===== config.mk =====
export PLATFORM = sky130hd
export DESIGN_NAME = retire_serializer
export DESIGN_NICKNAME = d
export VERILOG_FILES = /design/src/rtl/riscv_pkg.sv /design/src/rtl/retire_compactor.sv /design/src/rtl/retire_serializer.sv
export SDC_FILE = /design/constraint.sdc
export NUM_CORES = 2
export LEC_CHECK = 0
export CORE_MARGIN = 2
export CORE_UTILIZATION = 34
export CTS_CLUSTER_DIAMETER = 80
export CTS_CLUSTER_SIZE = 28
export DETAILED_ROUTE_END_ITERATION = 16
export DONT_BUFFER_PORTS = 1
export PLACE_DENSITY_LB_ADDON = 0.2
export SLEW_MARGIN = 20
export SYNTH_ARGS = -nofsm -noshare
export SYNTH_HDL_FRONTEND = slang
export SYNTH_HIERARCHICAL = 1
export SYNTH_SLANG_ARGS = --single-unit

===== constraint.sdc =====
create_clock -name clk_i -period 21.9 [get_ports clk_i]
set_input_delay 5.475 -clock clk_i [delete_from_list [all_inputs] [get_ports clk_i]]
set_output_delay 5.475 -clock clk_i [all_outputs]
set_load 0.02 [all_outputs]

===== src/rtl/riscv_pkg.sv =====
// riscv_pkg: shared widths and the retire record carried from the core to the trace path.
package riscv_pkg;
    localparam int XLEN = 32;
    localparam int IssueWidth = 2;

    typedef struct packed {
        logic [XLEN-1:0] pc;
        logic [XLEN-1:0] instr;
        logic [4:0]      reg_addr;
        logic [XLEN-1:0] reg_data;
        logic [XLEN-1:0] mem_addr;
        logic [XLEN-1:0] mem_data;
        logic            mem_wrt;
    } retire_rec_t;

    localparam int RetireRecW = $bits(retire_rec_t);
endpackage


===== src/rtl/retire_compactor.sv =====
// retire_compactor: packs the valid retire slots into write order, slot 0 before slot 1.
module retire_compactor
    import riscv_pkg::*;
(
    input  logic [IssueWidth-1:0] valid,
    input  retire_rec_t           rec [IssueWidth],
    output retire_rec_t           wr_rec [IssueWidth],
    output logic [IssueWidth-1:0] wr_slot,
    output logic [1:0]            n_in
);
    // A lone slot-1 record moves into the first write position.
    assign wr_rec[0]  = valid[0] ? rec[0] : rec[1];
    assign wr_slot[0] = !valid[0];
    assign wr_rec[1]  = rec[1];
    assign wr_slot[1] = 1'b1;
    assign n_in       = {1'b0, valid[0]} + {1'b0, valid[1]};
endmodule


===== src/rtl/retire_serializer.sv =====
// retire_serializer: buffers up to two retire records per cycle and drains them one per cycle in order.
module retire_serializer
    import riscv_pkg::*;
#(
    parameter int Depth    = 16,
    parameter int CntWidth = 32
) (
    input  logic                   clk_i,
    input  logic                   rstn_i,
    input  logic                   clear_i,
    input  logic [IssueWidth-1:0]  update_i,
    input  logic [XLEN-1:0]        pc_i       [IssueWidth],
    input  logic [XLEN-1:0]        instr_i    [IssueWidth],
    input  logic [4:0]             reg_addr_i [IssueWidth],
    input  logic [XLEN-1:0]        reg_data_i [IssueWidth],
    input  logic [XLEN-1:0]        mem_addr_i [IssueWidth],
    input  logic [XLEN-1:0]        mem_data_i [IssueWidth],
    input  logic [IssueWidth-1:0]  mem_wrt_i,
    output logic                   out_valid_o,
    input  logic                   out_ready_i,
    output retire_rec_t            out_rec_o,
    output logic                   out_slot_o,
    output logic [$clog2(Depth):0] level_o,
    output logic                   overflow_o,
    output logic [CntWidth-1:0]    drop_cnt_o,
    output logic [CntWidth-1:0]    retire_cnt_o
);
    localparam int AW = $clog2(Depth);

    retire_rec_t           rec    [IssueWidth];
    retire_rec_t           wr_rec [IssueWidth];
    logic [IssueWidth-1:0] wr_slot;
    logic [1:0]            n_in;
    retire_rec_t           mem    [Depth];
    logic [Depth-1:0]      slot_mem;
    logic [AW:0]           wptr, rptr, free, n_ext, acc, drop;
    logic [AW-1:0]         widx0, widx1, ridx;
    logic                  pop;

    for (genvar g = 0; g < IssueWidth; g++) begin : g_rec
        assign rec[g] = '{pc: pc_i[g], instr: instr_i[g], reg_addr: reg_addr_i[g],
                          reg_data: reg_data_i[g], mem_addr: mem_addr_i[g],
                          mem_data: mem_data_i[g], mem_wrt: mem_wrt_i[g]};
    end

    retire_compactor u_compactor (
        .valid   (update_i),
        .rec     (rec),
        .wr_rec  (wr_rec),
        .wr_slot (wr_slot),
        .n_in    (n_in)
    );

    // Capacity is judged on the start-of-cycle level; a same-cycle pop frees nothing.
    assign level_o     = wptr - rptr;
    assign out_valid_o = wptr != rptr;
    assign free        = (AW+1)'(Depth) - level_o;
    assign n_ext       = (AW+1)'(n_in);
    assign acc         = (n_ext > free) ? free : n_ext;
    assign drop        = n_ext - acc;
    assign pop         = out_valid_o & out_ready_i;
    assign widx0       = wptr[AW-1:0];
    assign widx1       = wptr[AW-1:0] + AW'(1);
    assign ridx        = rptr[AW-1:0];
    assign out_rec_o   = mem[ridx];
    assign out_slot_o  = slot_mem[ridx];

    always_ff @(posedge clk_i) begin
        if (|acc) begin
            mem[widx0]      <= wr_rec[0];
            slot_mem[widx0] <= wr_slot[0];
        end
        if (acc[1]) begin
            mem[widx1]      <= wr_rec[1];
            slot_mem[widx1] <= wr_slot[1];
        end
    end

    always_ff @(posedge clk_i or negedge rstn_i) begin
        if (!rstn_i) begin
            wptr         <= '0;
            rptr         <= '0;
            overflow_o   <= 1'b0;
            drop_cnt_o   <= '0;
            retire_cnt_o <= '0;
        end else begin
            wptr <= wptr + acc;
            rptr <= rptr + (AW+1)'(pop);
            if (clear_i) begin
                overflow_o   <= 1'b0;
                drop_cnt_o   <= '0;
                retire_cnt_o <= '0;
            end else begin
                overflow_o   <= overflow_o | (|drop);
                drop_cnt_o   <= drop_cnt_o + CntWidth'(drop);
                retire_cnt_o <= retire_cnt_o + CntWidth'(acc);
            end
        end
    end
endmodule


==> impl_metrics.csv <==
group,metric,value,unit
status,status,"complete, no violations",
setup_path,cp_top_family,"buffers and inverters",
drt,ant_nets,0,
global_routing,grt.busiest_layer,"met2",
yosys,synth_top_area_cell,"edfxtp_1",
sta,rsz0062_at_grt,"no",
setup_path,arrival,6.38,ns
yosys,async_flop_share,2.73,%
floorplanning,die_w,669,um
global_routing,grt_use_total,20.0,%
setup_path,path_cells,"buf_12 -> buf_4 -> buf_4 -> buf_4 -> mux4_2 -> mux4_2",
global_routing,grt_max_degree,169,
global_routing,grt_pass1_vias,77100,
placed_design,dpl.hpwl,253,mm
drt,drc,0,
yosys,syn-cell-area,150000,um^2
clock_network,clk_latency,0.97,ns
clock_network,cts-htree-levels,4,
global_routing,gr-usage-met3,2.57,%
yosys,synth_top_cell_area_share,53.0,%
drt,wire_per_inst,34.3,um
placed_design,portBuffers,0,
run,max-cap-violations,0,
floorplanning,core,441000,um^2
floorplanning,die_h,669,um
setup_path,worstSetupStartpointType,"flop",
yosys,synth_xor_area_share,0.355,%
floorplanning,initial_utilization,34.1,%
setup_path,worst_path_most_repeated_cell,"buf_4",
yosys,netlist-cell-type-count,54,
yosys,synth_top_family_by_area,"multiplexers",
setup_path,path_buf_inv,4,
yosys,synth_edf_count,2656,
pwr,p_leak,0.0574,uW
sta,relSlewSlack,21.2,%
clock_network,clock-root-buffer,"clkbuf_16",
yosys,yosys-top-cells-count,"edfxtp_1, mux2_4, mux2_2",
cells_and_area,fillerInstances,40800,
clock_network,path_clk_slew,0.11,ns
yosys,netlist_top_cells_area,"edfxtp_1, mux2_4, mux4_2",
pwr,ir_drop,0.0837,mV
drt,routed_wl,457,mm
clock_network,postCtsHoldBufs,0,
cells_and_area,regArea,82000,um^2
sta,finClkSkew,0.0671,ns
sta,fin_crit,11.85,ns
placed_design,postPlaceCellArea,152000,um^2
setup_path,max_stage_delay,0.87,ns
cells_and_area,multi_input_area,60600,um^2
setup_path,endpoint_kind,"output port",
global_routing,grt_pass1_wl,633,mm
yosys,syn_area_per_cell,18.9,um^2
floorplanning,rows,244,
yosys,synth_compound_area_share,0.350,%
clock_network,cts_resized,0,
clock_network,clock_path_buffers,4,
yosys,yosysMostFrequentCell,"edfxtp_1",
setup_path,crit_slowest_cell,"dfrtp_4",
sta,drv_slew,0,
setup_path,cp.required,16.43,ns
pwr,power.density,119,nW/um^2
clock_network,cts_setup_buffers,0,
cells_and_area,nets,7630,
global_routing,use_met2,35.7,%
sta,setup_tns,0,ns
drt,drt_iter0_drc,5863,
yosys,ys_seq_area_share,54.5,%
setup_path,cp_max_fo,75,
yosys,synth_warnings,6,
cells_and_area,areaGrowthSynthToFinish,4.88,%
yosys,synth_fa_ha_area_share,0.291,%
sta,fin_crit_sh,54.1,%
drt,via_count,73100,
yosys,synth_simple_gate_area_share,0.861,%
yosys,ys.flop_type,"edfxtp_1",
global_routing,grt_use_met1,25.8,%
global_routing,grt_overflow,0,
floorplanning,dieArea,448000,um^2
setup_path,critPathKind,"flop to output port",
sta,fmax,0.0844,GHz
global_routing,antenna_found_initial,32,
drt,vias_per_cell,5.48,
clock_network,cts_sinks,2747,
placed_design,place.gp.congestion,0.776,
sta,setup_violations,0,
placed_design,place_inst,13000,
drt,first_pass_iters,5,
cells_and_area,final_cells,13300,
sta,holdWs,0.506,ns
sta,tightest_slew,1.18,ns
yosys,synthMuxAreaShare,38.1,%
cells_and_area,final_area,158000,um^2
cells_and_area,drive_above_1_share,55.5,%
floorplanning,ios,576,
yosys,synthCells,7954,
cells_and_area,post-route-util,35.8,%
clock_network,cts_inserted_buffers,170,
yosys,synth-seq-cells,2747,
clock_network,cts_tree,"built",
sta,hold_violations,0,
min_path,hold_path.class,"flop to flop",
-- report_power, final --
group          leakage (uW)  switching, uW  internal, uW
Clock               0.00296           2160          1650
Sequential           0.0252            313          7080
Combinational        0.0292           4560          3070
-- worst min-delay path, delay by kind of cell (launching register included) --
kind | cells | cell delay, ns
compound gates | 2 | 0.14
flops | 1 | 0.32
-- path summary, 6_finish.rpt --
| check | endpoint | start | cells after the start | slack (ns) |
|---|---|---|---|---|
| max | out_rec_o[66] | rptr[0]$_DFF_PN0_ | 6 | 10.05 |
| min | slot_mem[10]$_DFF_P_ | slot_mem[10]$_DFF_P_ | 2 | 0.51 |
| max reg2reg | mem[0][86]$_DFFE_PP_ | rptr[0]$_DFF_PN0_ | 18 | 12.75 |
| min reg2reg | slot_mem[10]$_DFF_P_ | slot_mem[10]$_DFF_P_ | 2 | 0.51 |
| max in group asynchronous | rptr[1]$_DFF_PN0_ | rstn_i | 0 | 17.55 |
| min in group asynchronous | rptr[3]$_DFF_PN0_ | rstn_i | 0 | 4.22 |
-- metal layers --
metal  routed length [um]  vias up
li1                     -    30100
met1               192000    40800
met2               236000     1730
met3                19900      430
met4                 9130        6
met5                   38        -
-- cell families (layout without fill, tap and decap cells) --
kind of cell / count (synthesis) / after routing
multiplexers: 3677 / 3677
flip-flops: 2747 / 2747
buffers and inverters: 1064 / 506
AND/OR/NAND/NOR: 282 / 282
AO/OA/AOI/OAI: 89 / 89
XOR/XNOR: 61 / 61
adder cells (fa/ha/maj): 32 / 32
other: 2 / 23
-- sequential cells by signal, summed over array words and instances, names as in the netlist --
register      count
mem            2656
drop_cnt_o       32
overflow_o        1
slot_mem         16
retire_cnt_o     32
wptr              5
rptr              5
-- layout by cell type (no fill, tap or decap), types with 24 or more instances in the layout --
| master | count |
|---|---|
| mux2_2 | 1030 |
| clkbuf_16 | 172 |
| xor2_1 | 34 |
| ha_1 | 27 |
| mux2_4 | 1729 |
| edfxtp_1 | 2656 |
| dfrtp_1 | 72 |
| xnor2_1 | 27 |
| mux2_1 | 63 |
| clkinv_8 | 30 |
| nand2_1 | 88 |
| inv_6 | 24 |
| inv_1 | 25 |
| nor2_1 | 92 |
| inv_8 | 28 |
| mux4_2 | 835 |
| nand3_1 | 25 |
| buf_4 | 149 |
-- final cells by class --
class                   count  share of cell area [%]
well taps                5904                    4.68
clock inverters           134                    1.15
inverters                  26                  0.0666
flip-flops and latches   2747                    52.0
repair buffers            168                   0.960
diodes                     17                  0.0270
multi-input cells        4147                    38.4
clock buffers             178                    2.75
-- through the flow --
stage          power, uW  worst slack (ns)
5_1_grt            19600              9.52
6_report           18800             10.05
2_1_floorplan      13300              1.86
3_3_place_gp       15200             10.14
3_5_place_dp       15300             10.17
4_1_cts            19200              9.72
(Power assumes the default switching activity.)
